`config.mk`:
```
export PLATFORM = sky130hd
export DESIGN_NAME = muldiv_unit_flat
export DESIGN_NICKNAME = d
export VERILOG_FILES = /design/src/rtl/muldiv_pkg.sv /design/src/rtl/muldiv_if.sv /design/src/rtl/muldiv_step.sv /design/src/rtl/muldiv_unit.sv /design/src/flat_wrapper.sv
export SDC_FILE = /design/constraint.sdc
export NUM_CORES = 1
export LEC_CHECK = 0
export ABC_AREA = 1
export BUFFER_PORTS_ARGS = -buffer_cell sky130_fd_sc_hd__buf_2
export CAP_MARGIN = 20
export CORE_MARGIN = 5
export CORE_UTILIZATION = 35
export CTS_CLUSTER_DIAMETER = 100
export DETAILED_ROUTE_END_ITERATION = 7
export PLACE_DENSITY = 0.52
export SLEW_MARGIN = 10
export SYNTH_ARGS = -nofsm -noshare
export SYNTH_HDL_FRONTEND = slang
export SYNTH_HIERARCHICAL = 1
export SYNTH_SLANG_ARGS = --single-unit
```
`constraint.sdc`:
```
create_clock -name clk -period 7.8 [get_ports clk]
set_input_delay 0.78 -clock clk [delete_from_list [all_inputs] [get_ports clk]]
set_output_delay 0.78 -clock clk [all_outputs]
set_load 0.005 [all_outputs]
```
`src/rtl/muldiv_pkg.sv`:
```
// Shared encodings for the iterative multiply/divide unit: op codes, FSM states
// and the divide-by-zero result pattern.
package muldiv_pkg;
  typedef logic [2:0] op_t;

  localparam op_t OP_MULT  = 3'd0;
  localparam op_t OP_MULTU = 3'd1;
  localparam op_t OP_DIV   = 3'd2;
  localparam op_t OP_DIVU  = 3'd3;
  localparam op_t OP_MTHI  = 3'd4;
  localparam op_t OP_MTLO  = 3'd5;

  typedef enum logic [1:0] {IDLE, RUN, FIX} state_t;

  // Divide by zero: every LO bit takes this value; HI returns the dividend.
  localparam logic DIVZ_LO_BIT = 1'b1;
endpackage

```
`src/rtl/muldiv_if.sv`:
```
// EX-stage <-> muldiv handshake: issue strobe, operands, flush, status and HI/LO.
interface muldiv_if #(parameter int WIDTH = 32);
  import muldiv_pkg::*;

  logic             start;
  op_t              op;
  logic [WIDTH-1:0] src_a;
  logic [WIDTH-1:0] src_b;
  logic             flush;
  logic             busy;
  logic             done;
  logic [WIDTH-1:0] hi;
  logic [WIDTH-1:0] lo;

  modport master (output start, op, src_a, src_b, flush,
                  input  busy, done, hi, lo);
  modport slave  (input  start, op, src_a, src_b, flush,
                  output busy, done, hi, lo);
endinterface

```
`src/rtl/muldiv_step.sv`:
```
// One iteration of the shared datapath: shift-add multiply step (mode=0) or
// restoring divide step (mode=1). in_bit is the current multiplier/dividend bit.
module muldiv_step #(parameter int WIDTH = 32) (
  input  logic [2*WIDTH-1:0] acc,
  input  logic [WIDTH-1:0]   operand,
  input  logic               mode,
  input  logic               in_bit,
  output logic [2*WIDTH-1:0] acc_nxt,
  output logic               q_bit
);
  logic [WIDTH:0]   sum;
  logic [WIDTH:0]   rs;
  logic [WIDTH-1:0] diff;

  always_comb begin
    sum     = {1'b0, acc[2*WIDTH-1:WIDTH]} + (in_bit ? {1'b0, operand} : '0);
    rs      = {acc[2*WIDTH-1:WIDTH], in_bit};
    // Only consumed when rs >= operand, so the wrapped low WIDTH bits are exact.
    diff    = rs[WIDTH-1:0] - operand;
    q_bit   = 1'b0;
    acc_nxt = {sum, acc[WIDTH-1:1]};
    if (mode) begin
      q_bit   = (rs >= {1'b0, operand});
      acc_nxt = {(q_bit ? diff : rs[WIDTH-1:0]), acc[WIDTH-2:0], 1'b0};
    end
  end
endmodule

```
`src/rtl/muldiv_unit.sv`:
```
// Iterative multiply/divide unit owning the HI/LO registers. One datapath step
// per cycle in RUN, sign fix-up and HI/LO write in FIX, done pulsed afterwards.
module muldiv_unit
  import muldiv_pkg::*;
#(parameter int WIDTH = 32) (
  input  logic     clk,
  input  logic     rst,
  muldiv_if.slave  bus
);
  localparam int CW = $clog2(WIDTH);

  state_t             state;
  logic [CW-1:0]      count;
  logic               is_div, neg_q, neg_r, div0;
  logic [WIDTH-1:0]   orig_a, opnd, sh, hi_q, lo_q;
  logic [2*WIDTH-1:0] acc;
  logic               done_q;

  logic               accept, sgn;
  logic [WIDTH-1:0]   mag_a, mag_b;
  logic               in_bit, q_bit;
  logic [2*WIDTH-1:0] step_acc, prod;
  logic [WIDTH-1:0]   quo, rem;

  assign accept = (state == IDLE) && bus.start && !bus.flush;
  assign sgn    = (bus.op == OP_MULT) || (bus.op == OP_DIV);
  // Most negative value negates to itself, which is its correct unsigned magnitude.
  assign mag_a  = (sgn && bus.src_a[WIDTH-1]) ? -bus.src_a : bus.src_a;
  assign mag_b  = (sgn && bus.src_b[WIDTH-1]) ? -bus.src_b : bus.src_b;

  // Multiply consumes the multiplier LSB first, divide consumes the dividend MSB first.
  assign in_bit = is_div ? sh[WIDTH-1] : sh[0];

  muldiv_step #(.WIDTH(WIDTH)) u_step (
    .acc     (acc),
    .operand (opnd),
    .mode    (is_div),
    .in_bit  (in_bit),
    .acc_nxt (step_acc),
    .q_bit   (q_bit)
  );

  assign prod = neg_q ? -acc : acc;
  assign quo  = neg_q ? -acc[WIDTH-1:0] : acc[WIDTH-1:0];
  assign rem  = neg_r ? -acc[2*WIDTH-1:WIDTH] : acc[2*WIDTH-1:WIDTH];

  always_ff @(posedge clk or posedge rst) begin
    if (rst) begin
      state  <= IDLE;
      count  <= '0;
      is_div <= 1'b0;
      neg_q  <= 1'b0;
      neg_r  <= 1'b0;
      div0   <= 1'b0;
      orig_a <= '0;
      opnd   <= '0;
      sh     <= '0;
      acc    <= '0;
      hi_q   <= '0;
      lo_q   <= '0;
      done_q <= 1'b0;
    end else begin
      done_q <= 1'b0;
      case (state)
        IDLE: if (accept) begin
          case (bus.op)
            OP_MTHI: hi_q <= bus.src_a;
            OP_MTLO: lo_q <= bus.src_a;
            OP_MULT, OP_MULTU, OP_DIV, OP_DIVU: begin
              is_div <= bus.op[1];
              neg_q  <= sgn && (bus.src_a[WIDTH-1] ^ bus.src_b[WIDTH-1]);
              neg_r  <= sgn && bus.src_a[WIDTH-1];
              div0   <= bus.op[1] && (bus.src_b == '0);
              orig_a <= bus.src_a;
              opnd   <= bus.op[1] ? mag_b : mag_a;
              sh     <= bus.op[1] ? mag_a : mag_b;
              acc    <= '0;
              count  <= CW'(WIDTH - 1);
              state  <= RUN;
            end
            default: ;
          endcase
        end
        RUN: begin
          if (bus.flush) begin
            state <= IDLE;
          end else begin
            acc <= {step_acc[2*WIDTH-1:1], (is_div ? q_bit : step_acc[0])};
            sh  <= is_div ? (sh << 1) : (sh >> 1);
            if (count == '0) state <= FIX;
            else             count <= count - 1'b1;
          end
        end
        FIX: begin
          state <= IDLE;
          if (!bus.flush) begin
            done_q <= 1'b1;
            if (!is_div) begin
              {hi_q, lo_q} <= prod;
            end else if (div0) begin
              lo_q <= {WIDTH{DIVZ_LO_BIT}};
              hi_q <= orig_a;
            end else begin
              lo_q <= quo;
              hi_q <= rem;
            end
          end
        end
        default: state <= IDLE;
      endcase
    end
  end

  assign bus.busy = (state != IDLE);
  assign bus.done = done_q;
  assign bus.hi   = hi_q;
  assign bus.lo   = lo_q;
endmodule

```
`src/flat_wrapper.sv`:
```
// flat-port wrapper written by rule: the top's interface ports become plain ports
module muldiv_unit_flat import muldiv_pkg::*;
#(parameter int WIDTH = 32)
  (clk, rst, bus_start, bus_op, bus_src_a, bus_src_b, bus_flush, bus_busy, bus_done, bus_hi, bus_lo);
  muldiv_if #(.WIDTH(WIDTH)) bus_i ();
  input  logic clk;
  input  logic rst;
  input wire logic [$bits(bus_i.start)-1:0] bus_start;
  input wire logic [$bits(bus_i.op)-1:0] bus_op;
  input wire logic [$bits(bus_i.src_a)-1:0] bus_src_a;
  input wire logic [$bits(bus_i.src_b)-1:0] bus_src_b;
  input wire logic [$bits(bus_i.flush)-1:0] bus_flush;
  output wire logic [$bits(bus_i.busy)-1:0] bus_busy;
  output wire logic [$bits(bus_i.done)-1:0] bus_done;
  output wire logic [$bits(bus_i.hi)-1:0] bus_hi;
  output wire logic [$bits(bus_i.lo)-1:0] bus_lo;
  assign bus_i.start = bus_start;
  assign bus_i.op = bus_op;
  assign bus_i.src_a = bus_src_a;
  assign bus_i.src_b = bus_src_b;
  assign bus_i.flush = bus_flush;
  assign bus_busy = bus_i.busy;
  assign bus_done = bus_i.done;
  assign bus_hi = bus_i.hi;
  assign bus_lo = bus_i.lo;
  muldiv_unit #(.WIDTH(WIDTH)) u_core (.clk(clk), .rst(rst), .bus(bus_i));
endmodule
```
Word-level counts from Yosys, hierarchy flattened. Index checks and enable logic that the tools add are counted.

Add/sub/neg operators: 8. Order comparisons: 1. Equal/unequal tests: 15. Mux-type cells: 45. Bitwise gates (word level): 1. Reduce and logical (&&, ||, !) cells: 22.

Operators by type and width (count): 2-to-1 mux 32 bit (22); 2-to-1 mux 64 bit (5); case mux 32 bit (2 select lines) (3); negation 32 bit (4); case mux 64 bit (2 select lines) (1); negation 64 bit (1); adder 32 x 33 -> 33 bit (1); >= comparator 33 x 32 -> 1 bit (1); zero test 32 bit (1); subtractor 32 bit (1); 2-to-1 mux 5 bit (4); inequality test 2 bit (second input constant) (6); AND reduction 4 bit (3); case mux 5 bit (2 select lines) (1); 2-to-1 mux 2 bit (4); equality test 3 x 2 -> 1 bit (second input constant) (2); equality test 3 bit (second input constant) (2); logical AND 1 bit (6); AND reduction 3 bit (2); nonzero test 2 bit (3); zero test 5 bit (1); AND reduction 5 bit (1); subtractor 5 x 1 -> 5 bit (second input constant) (1); 2-to-1 mux 1 bit (4); 12 further kinds (12).

Flip-flop bits (word level): 236. Bits of input ports: 71.

Depth between registers and ports, before layout. Gate-level depths: netlist (run 1).

Depth in word-level cells: 8. Gate-level depth with buffers: 22. Gate-level depth less buffers: 20.

Cells and area by module. The synthesis (run 1) kept the hierarchy.

By module, submodules not included: muldiv_unit (times used 1, cells each 2466, area an instance 16067.9 um^2); muldiv_step (times used 1, cells each 1275, area an instance 6217.2 um^2).

Worst setup path after synthesis (run 1). OpenSTA, ideal clock, no wires.

Path kind: reg-to-reg. From: register u_core.is_div. To: register u_core.acc[44]. Setup time: 0.127 ns. Arrival: 3.012 ns. Data required time: 7.673 ns. Slack: 4.661 ns. Cell stages (with the launch flop): 19. Cells stage by stage: dfrtp_1 clkbuf_1 clkbuf_1 o21ai_0 clkbuf_1 nand2_1 inv_1 ha_1 a21oi_1 nand2_1 nand3_1 nand2_1 nand2_1 nand2_1 or2_2 nand3_1 nand2_1 nand3_1 o21ai_0.

Word-level cells in the longest chain between the ends: 6. Elaborated cells on any way between the ends: 9. Classes of those cells: add/sub (2); order compare (1); mux (6).

RTL lines: start, declared (line muldiv_unit.sv:14) `logic is_div, neg_q, neg_r, div0;`; start signal, assigned (line muldiv_unit.sv:70) `is_div <= bus.op[1];`; 2-to-1 mux 1 bit (*) (line muldiv_unit.sv:32) `assign in_bit = is_div ? sh[WIDTH-1] : sh[0];`; named net u_core.in_bit (line muldiv_unit.sv:21) `logic in_bit, q_bit;`; 2-to-1 mux 32 bit (tied with other cells) (line muldiv_step.sv:16) `sum = {1'b0, acc[2*WIDTH-1:WIDTH]} + (in_bit ? {1'b0, operand} : '0);`; adder 32 x 33 -> 33 bit or 2-to-1 mux 32 bit (tied branches) (line muldiv_step.sv:16, muldiv_step.sv:24); 2-to-1 mux 64 bit (*) (line muldiv_step.sv:22) `if (mode) begin`; named net u_core.step_acc[44] (line muldiv_unit.sv:22) `logic [2*WIDTH-1:0] step_acc, prod;`; 2-to-1 mux 64 bit (*) (line muldiv_unit.sv:85) `if (bus.flush) begin`; case mux 64 bit (2 select lines) (*) (line muldiv_unit.sv:64) `case (state)`; end signal, assigned (line muldiv_unit.sv:88) `acc <= {step_acc[2*WIDTH-1:1], (is_div ? q_bit : step_acc[0])};`; end, declared (line muldiv_unit.sv:16) `logic [2*WIDTH-1:0] acc;`.

The timed path passes the listed nets; every way through them passes the cells marked *. The select of a mux whose other input is x is not followed. A chain may end at the register's enable or synchronous reset.

Worst setup path after layout (run 1).
From: register u_core.is_div. To: register u_core.acc[0].

Word-level cells in the longest chain between the ends: 5. Elaborated cells on any way between the ends: 6. Classes of those cells: order compare (1); mux (5).

RTL lines: 2-to-1 mux 1 bit (line muldiv_unit.sv:32); named net u_core.in_bit (line muldiv_unit.sv:21); >= comparator 33 x 32 -> 1 bit (line muldiv_step.sv:23) `q_bit = (rs >= {1'b0, operand});`; named net u_core.q_bit (line muldiv_unit.sv:21); 2-to-1 mux 1 bit (line muldiv_unit.sv:88); 2-to-1 mux 64 bit (line muldiv_unit.sv:85); case mux 64 bit (2 select lines) (line muldiv_unit.sv:64).

The timed path passes the listed nets, and every way through them passes these cells. The select of a mux whose other input is x is not followed.

==> results of run 1 <==
-- final timing paths --
| path | startpoint | to | slack (ns) | cells after the start |
|---|---|---|---|---|
| max | u_core/is_div | u_core/acc[0] | 3.92 | 19 |
| min | rst | u_core/opnd[5] | 0.31 | 2 |
| max reg2reg | u_core/is_div | u_core/acc[0] | 3.92 | 19 |
| min reg2reg | u_core/bus.lo[10] | u_core/bus.lo[10] | 0.48 | 2 |
| max in group asynchronous | rst | u_core/bus.lo[5] | 6.17 | 3 |
| min in group clk | bus_flush | u_core/bus.done | 0.40 | 2 |
-- registers in the layout (all words and copies together), names as in the netlist, 2 cells and up --
register	cells
u_core/orig_a	32
u_core/acc	64
u_core/bus.hi	32
u_core/count	5
u_core/bus.lo	32
u_core/opnd	32
u_core/sh	32
u_core/state	2
-- worst reg2reg max path, stage by stage (launching register included) --
cell and delay, ns:
dfrtp_4 0.65, nand2_1 0.12, o21ai_2 0.09, buf_4 0.37
inv_1 0.12, ha_1 0.32, nand2_1 0.07, nor2_1 0.04
nand3_1 0.06, nor2_1 0.05, nand2_1 0.07, nand2_2 0.06
nor2_4 0.71, nand2_8 0.32, nand2_1 0.23, inv_1 0.05
nor2_1 0.10, nor2_1 0.06, o211ai_1 0.13, o21ai_0 0.10
-- cells in the mapped netlist, drive strengths merged (2+ instances only) --
cell type,number
nor3,21
o211ai,25
ha,71
o41ai,2
xor2,41
a31oi,5
a21o,3
a211oi,2
a21oi,228
o21a,6
and2,7
nor4,3
clkbuf,60
inv,442
xnor2,18
a22oi,6
buf,87
nand4,38
dfrtp,236
nor2,510
o31ai,5
o21bai,5
or2,13
nand3,392
nand2,1169
o21ai,300
o221ai,4
nand3b,38
fa,2
-- metal layers --
metal | part of all wire [%] | wire (µm) | global-route usage [%] | vias up
met2 | 45 | 45800 | 44.9 | 1005
met1 | 43 | 43800 | 38.6 | 11700
met5 | 0 | 0 | 0 | -
met3 | 8.0 | 8110 | 4.39 | 160
li1 | - | - | - | 12100
met4 | 3.5 | 3570 | 8.56 | 0
-- cell type report --
cell class / instances / area, µm² / area share (%)
Tap cell: 846 / 1060 / 4.32
Timing Repair Buffer: 155 / 836 / 3.41
Clock buffer: 35 / 787 / 3.21
Multi-Input combinational cell: 2916 / 14000 / 57.0
Sequential cell: 236 / 5910 / 24.1
Clock inverter: 17 / 283 / 1.15
Inverter: 442 / 1670 / 6.80
Antenna cell: 2 / 5.00 / 0.0204
-- placed cells by master, fill, tap and decap left out, types with 4 or more instances in the layout --
cell,n
nand3_2,12
a21oi_1,223
nand2_1,1146
nor3_1,20
buf_4,18
nand2_2,19
o21a_1,6
clkinv_2,6
o211ai_1,25
ha_1,71
o21ai_0,265
and2_1,7
nor2_4,10
clkbuf_16,28
o21ai_2,7
nor2_1,480
nand4_1,38
bufinv_16,7
o21bai_1,5
o21ai_1,26
xor2_1,41
clkbuf_8,6
a21oi_2,5
inv_2,19
or2_2,10
dfrtp_1,234
nand3b_1,38
buf_2,136
o221ai_1,4
o31ai_1,5
a22oi_1,6
xnor2_1,18
a31oi_1,5
nand3_1,380
nor2_2,20
inv_1,421
-- cells by family (layout without fill, tap and decap cells) --
group | count (synthesis) | count (layout) | share of synthesized area (%)
buffers and inverters | 589 | 649 | 10.9
DFF | 236 | 236 | 26.5
AOI/OAI and AO/OA | 592 | 592 | 14.3
other | 0 | 2 | 0
xor gates and xnor gates | 59 | 59 | 2.32
adders and majority gates | 73 | 73 | 4.17
and+or+nand+nor | 2192 | 2192 | 41.9
-- per-stage QoR --
stage | power, W | hold slack [ns] | instance area (µm²)
detailed placement | 0.00488 | 0.471 | 23400
finish | 0.00650 | 0.310 | 24500
global route | 0.00687 | 0.342 | 24500
global placement | 0.00490 | 0.469 | 23400
CTS | 0.00643 | 0.330 | 24500
floorplan | 0.00373 | 0.448 | 22300
-- power groups by stage --
stage / Combinational (W) / Clock [W] / Sequential [W]
2_1_floorplan: 0.00209 / 0 / 0.00164
3_3_place_gp: 0.00307 / 0 / 0.00182
3_5_place_dp: 0.00306 / 0 / 0.00182
4_1_cts: 0.00307 / 0.00156 / 0.00180
5_1_grt: 0.00343 / 0.00161 / 0.00183
6_report: 0.00314 / 0.00154 / 0.00182
==> reports/qor.csv, run 1 <==
stage,metric,value,unit
routing,per-cell routed wire length,21.8,µm
synth,prevailing post-synth register cell,dfrtp_1,
synth,Synth area leaders,"dfrtp_1, nand2_1, nand3_1",
synth,post-synth cell types,49,
setup_path,worst stage delay on the critical path,0.71,ns
die,Die Area,68800,µm²
synth,warnings from Yosys,6,
placement,hpwl dp,79.1,mm
layout,"non-filler cells, final",4649,
routing,drt first pass iters,7,
global_routing,all-layer global routing usage,27.9,%
synth,Post-synth EDFFs,0,
clock_network,CTS Buf Count,28,
die,# rows,92,
timing,Max-slew headroom,31.4,%
clock_network,Max Buffers Root-to-Sink,3,
timing,Worst-Margin Slew,1.03,ns
setup_path,slowest CP cell,nor2_4,
power_and_ir_drop,Worst VDD drop,0.000183,V
die,num ports,137,
setup_path,crit path cell chain,nand2_1 > o21ai_2 > buf_4 > inv_1 > ha_1 > nand2_1 > nor2_1 > nand3_1 > nor2_1 > nand2_1 > nand2_2 > nor2_4 > nand2_8 > nand2_1 > inv_1 > nor2_1 > nor2_1 > o211ai_1 > o21ai_0,
layout,fraction of layout cells with a size suffix above 1,8.39,%
synth,"Cell Area, Synth",22300,µm²
clock_network,H-tree depth,1,
clock_network,clk slew on worst S/H paths,0.06,ns
routing,Final ANT Viol Nets,0,
timing,Sum Neg Setup Slack,0,ns
job,Max-Cap Viols,0,
power_and_ir_drop,PD cells,265,nW/µm²
timing,fin crit share,49.8,%
power_and_ir_drop,leakage power,12.9,nW
power_and_ir_drop,switch share,48.2,%
clock_network,root buffer cell,clkbuf_16,
layout,Area Growth Syn to Fin,10.0,%
timing,maximum clock rate,0.258,GHz
clock_network,Sink Count,236,
die,Initial Util,35.3,%
synth,Post-synth ARST share,100,%
die,DIE WIDTH,262,µm
routing,Initial DRC Count,2854,
layout,nets@finish,3923,
layout,Finished Core Util,38.9,%
timing,Setup Skew,0.0446,ns
synth,Synth Area per Inst,5.96,µm²
die,Core ar.,63100,µm²
power_and_ir_drop,Comb pwr share,48.3,%
clock_network,worst skew pair latency,0.59,ns
setup_path,kind of end point of the critical path,flip-flop,
min_path,worst min-delay path class,input pin to asynchronous set/reset pin,
layout,FILL cells,7145,
global_routing,global-route wire length before repair,150,mm
placement,Post-Place Setup Slack,4.04,ns
synth,"flops & latches, synth",236,
timing,"Min Clock Period, post-route",3.88,ns
placement,PortBufs,136,
routing,DRC viols,0,
setup_path,CP Max Fanout,33,
clock_network,Post-CTS Resized,0,
synth,Yosys top cell by area,dfrtp_1,
clock_network,Post-CTS Hold Fix Bufs,0,
setup_path,Worst Setup Path Type,flip-flop to flip-flop,
power_and_ir_drop,Reg power frac,28.0,%
timing,PnR worst setup slack,3.92,ns
setup_path,CP startpoint kind,flip-flop,
clock_network,CTS tree,built,
die,Die Y,262,µm
clock_network,postcts setup bufs,0,
placement,cell count after placement,4595,
timing,fin. max-slew vios,0,
global_routing,vias in the first global route,23400,
timing,unrepaired setup endpoints after global routing,no,
global_routing,gr ovfl total,0,
placement,GPL Wtd Cong,1.01,
timing,Final Hold Viols,0,
setup_path,required time of the critical path,8.19,ns
power_and_ir_drop,clock power share,23.7,%
synth,sequential fraction of the synthesis area,26.5,%
global_routing,initial antenna violation count,1,
synth,Yosys top cell area share,26.5,%
setup_path,"CP delay by family, top",simple AND/OR/NAND/NOR gates,
outcome,status,"complete, no violations",
setup_path,CP bufs+invs,3,
setup_path,critical path arrival,4.27,ns
routing,routed vias/inst,5.38,
routing,drt total wl,101,mm
routing,detailed-route via count,25000,
synth,Mapped Nets,3885,
power_and_ir_drop,Psw,0.00313,W
timing,# setup viols final,0,
power_and_ir_drop,Int Pwr,0.00337,W
synth,cells after synthesis,3741,
global_routing,largest net degree at the start of global routing,160,
Note: power is estimated with default switching activity, not from simulation.
==> inputs of run 2 (changes only) <==
PLACE_DENSITY = 0.54   (was 0.52)
clock period = 3.3 ns   (was 7.8 ns; I/O delays follow)
==> reports/qor.csv, run 2 (same netlist as run 1, synthesis figures left out) <==
stage,metric,value,unit,change
clock_network,CTS tree,built,,
layout,Largest register FFs,64,,unchanged
timing,# setup viols final,0,,unchanged
clock_network,CTS Buf Count,30,,+7.1%
power_and_ir_drop,Psw,0.00751,W,+140%
timing,Max-slew headroom,39.2,%,+7.8 points
layout,Antenna Cells,0,,-2
setup_path,R2R cell count,17,,-2
timing,Sum Neg Setup Slack,0,ns,unchanged
clock_network,H-tree depth,1,,unchanged
setup_path,Worst Setup Path Type,flip-flop to flip-flop,,
layout,FILL cells,7178,,+0.46%
power_and_ir_drop,clock power share,22.4,%,-1.3 points
timing,unrepaired setup endpoints after global routing,no,,
layout,"most common cell after layout, fill and taps aside",nand2_1,,
die,DIE WIDTH,262,µm,unchanged
setup_path,Worst R2R Setup Slack,0.14,ns,-3.78 ns
min_path,worst min-delay path class,input pin to flip-flop,,
setup_path,CP startpoint kind,flip-flop,,
clock_network,postcts setup bufs,0,,unchanged
job,Max-Cap Viols,0,,unchanged
placement,GPL Wtd Cong,1.04,,+3.5%
clock_network,Sink Count,236,,unchanged
routing,DRC viols,0,,unchanged
placement,hpwl dp,82.8,mm,+4.7%
power_and_ir_drop,Pwr Total,0.0155,W,+140%
power_and_ir_drop,switch share,48.4,%,+0.23 points
placement,Area after DPL,24200,µm²,+3.2%
global_routing,gr ovfl total,0,,unchanged
setup_path,crit path cell chain,nand2_1 > o21ai_4 > buf_12 > nand2_1 > inv_1 > ha_1 > nand2_1 > nor2_1 > inv_1 > nor2_1 > nand4_1 > nand3_1 > or2_2 > nand3_1 > nand2_1 > nand3_1 > o21ai_0,,
power_and_ir_drop,PD cells,612,nW/µm²,+130%
setup_path,CP Max Fanout,17,,-48%
routing,drt first pass iters,6,,-1
setup_path,worst stage delay on the critical path,0.50,ns,-0.21 ns
setup_path,Crit path top cell by count,nand2_1,,
routing,per-cell routed wire length,21.7,µm,-0.64%
global_routing,global-route wire length before repair,152,mm,+1.2%
die,Initial Util,35.3,%,unchanged
clock_network,Max Buffers Root-to-Sink,3,,unchanged
power_and_ir_drop,Worst VDD drop,0.000456,V,+150%
die,Core ar.,63100,µm²,unchanged
global_routing,largest net degree at the start of global routing,82,,-49%
min_path,Hold Path Stages,3,,
setup_path,required time of the critical path,3.78,ns,-4.41 ns
layout,nets@finish,4022,,+2.5%
timing,fin crit share,95.7,%,+46 points
outcome,status,"complete, no violations",,
power_and_ir_drop,leakage power,13.4,nW,+3.8%
routing,Initial DRC Count,2769,,-3.0%
layout,"commonest cells after routing, fill and taps aside","nand2_1, nor2_1, inv_1, nand3_1, o21ai_0",,
power_and_ir_drop,Reg power frac,26.1,%,-1.9 points
placement,PortBufs,136,,unchanged
global_routing,vias in the first global route,23600,,+0.65%
die,# rows,92,,unchanged
power_and_ir_drop,Int Pwr,0.00800,W,+140%
layout,Area Growth Syn to Fin,13.7,%,
layout,fraction of layout cells with a size suffix above 1,10.4,%,+2.0 points
timing,fin. max-slew vios,0,,unchanged
setup_path,slowest CP cell,dfrtp_4,,
routing,detailed-route via count,25400,,+1.7%
timing,Setup Skew,0.0531,ns,+0.00847 ns
setup_path,critical path arrival,3.64,ns,-0.63 ns
die,num ports,137,,unchanged
clock_network,root buffer cell,clkbuf_16,,
timing,Worst-Margin Slew,0.910,ns,-0.119 ns
routing,Final ANT Viol Nets,0,,unchanged
timing,maximum clock rate,0.317,GHz,+23%
global_routing,all-layer global routing usage,28.3,%,+0.46 points
clock_network,worst skew pair latency,0.62,ns,+0.03 ns
global_routing,initial antenna violation count,4,,+3
power_and_ir_drop,Comb pwr share,51.6,%,+3.3 points
setup_path,kind of end point of the critical path,flip-flop,,
die,Die Area,68800,µm²,unchanged
timing,Final Hold Viols,0,,unchanged
layout,Biggest register,u_core/acc,,
layout,post-route cell area,25300,µm²,+3.4%
clock_network,clk slew on worst S/H paths,0.06,ns,about the same
timing,hold slack,0.0348,ns,-0.275 ns
die,Die Y,262,µm,unchanged
routing,drt total wl,103,mm,+1.5%
timing,"Min Clock Period, post-route",3.16,ns,-0.722 ns
routing,routed vias/inst,5.36,,-0.39%
==> run 2: cell types whose count changed in the layout (fill, tap and decap cells not counted), moves of 2 or more <==
cell and delta:
buf_4 +78, dlygate4sd3_1 +11, buf_12 +8, bufinv_16 -5, clkbuf_1 +3, clkbuf_8 +3
clkinvlp_4 +3, clkbuf_16 +2, diode_2 -2
==> run 2: critical path: cells and delay by family, from the launching register on <==
family	cells	cell delay (ns)
simple gates	11	1.55
compound gates	2	0.22
buf+inv	3	0.36
fa+ha+maj	1	0.37
flops	1	0.50
==> run 2: final cells by class <==
| type | count | area [µm²] | area share [%] |
|---|---|---|---|
| flip-flops and latches | 236 | 5910 | 23.3 |
| multi-input cells | 2916 | 14000 | 55.2 |
| clock inverters | 12 | 148 | 0.582 |
| inverters | 442 | 1660 | 6.56 |
| clock buffers | 43 | 890 | 3.51 |
| well taps | 846 | 1060 | 4.18 |
| repair buffers | 252 | 1690 | 6.67 |
==> run 2: power by group through the flow <==
stage / Clock (W) / Sequential [W] / Combinational (W)
finish: 0.00347 / 0.00404 / 0.00800
global placement: 0 / 0.00408 / 0.00779
CTS: 0.00352 / 0.00402 / 0.00781
detailed placement: 0 / 0.00407 / 0.00777
floorplan: 0 / 0.00387 / 0.00494
global route: 0.00363 / 0.00408 / 0.00870
==> run 2: worst paths after layout <==
kind,from,to
setup / recovery,u_core/is_div,u_core/acc[49]
setup reg to reg,u_core/is_div,u_core/acc[49]
hold / removal,bus_src_a[19],u_core/orig_a[19]
hold reg to reg,u_core/bus.lo[19],u_core/bus.lo[19]
min in group asynchronous,rst,u_core/bus.lo[12]
max in group asynchronous,rst,u_core/acc[43]
==> run 2: metal layers <==
metal	track usage, %	share of wire [%]	vias up
met4	10.1	4.4	8
li1	-	-	12300
met5	0	0.089	-
met2	44.2	44	1061
met1	39.4	43	11900
met3	5.31	8.6	184
==> run 2: repair_timing <==
action	CTS	global route
hold buffers	11	0
endpoints found under the hold margin	37	0
setup endpoints to repair	0	30
resized for setup	0	3
==> run 2: per-stage QoR <==
step | setup slack, ns | utilization [%] | std cells
after floorplan | -0.122 | - | 3741
after global placement | 0.171 | 38.3 | 4681
after detailed placement | 0.152 | 38.3 | 4681
after CTS | 0.112 | 40.2 | 4747
after global routing | 0.00354 | 40.2 | 4747
final | 0.142 | 40.2 | 4747
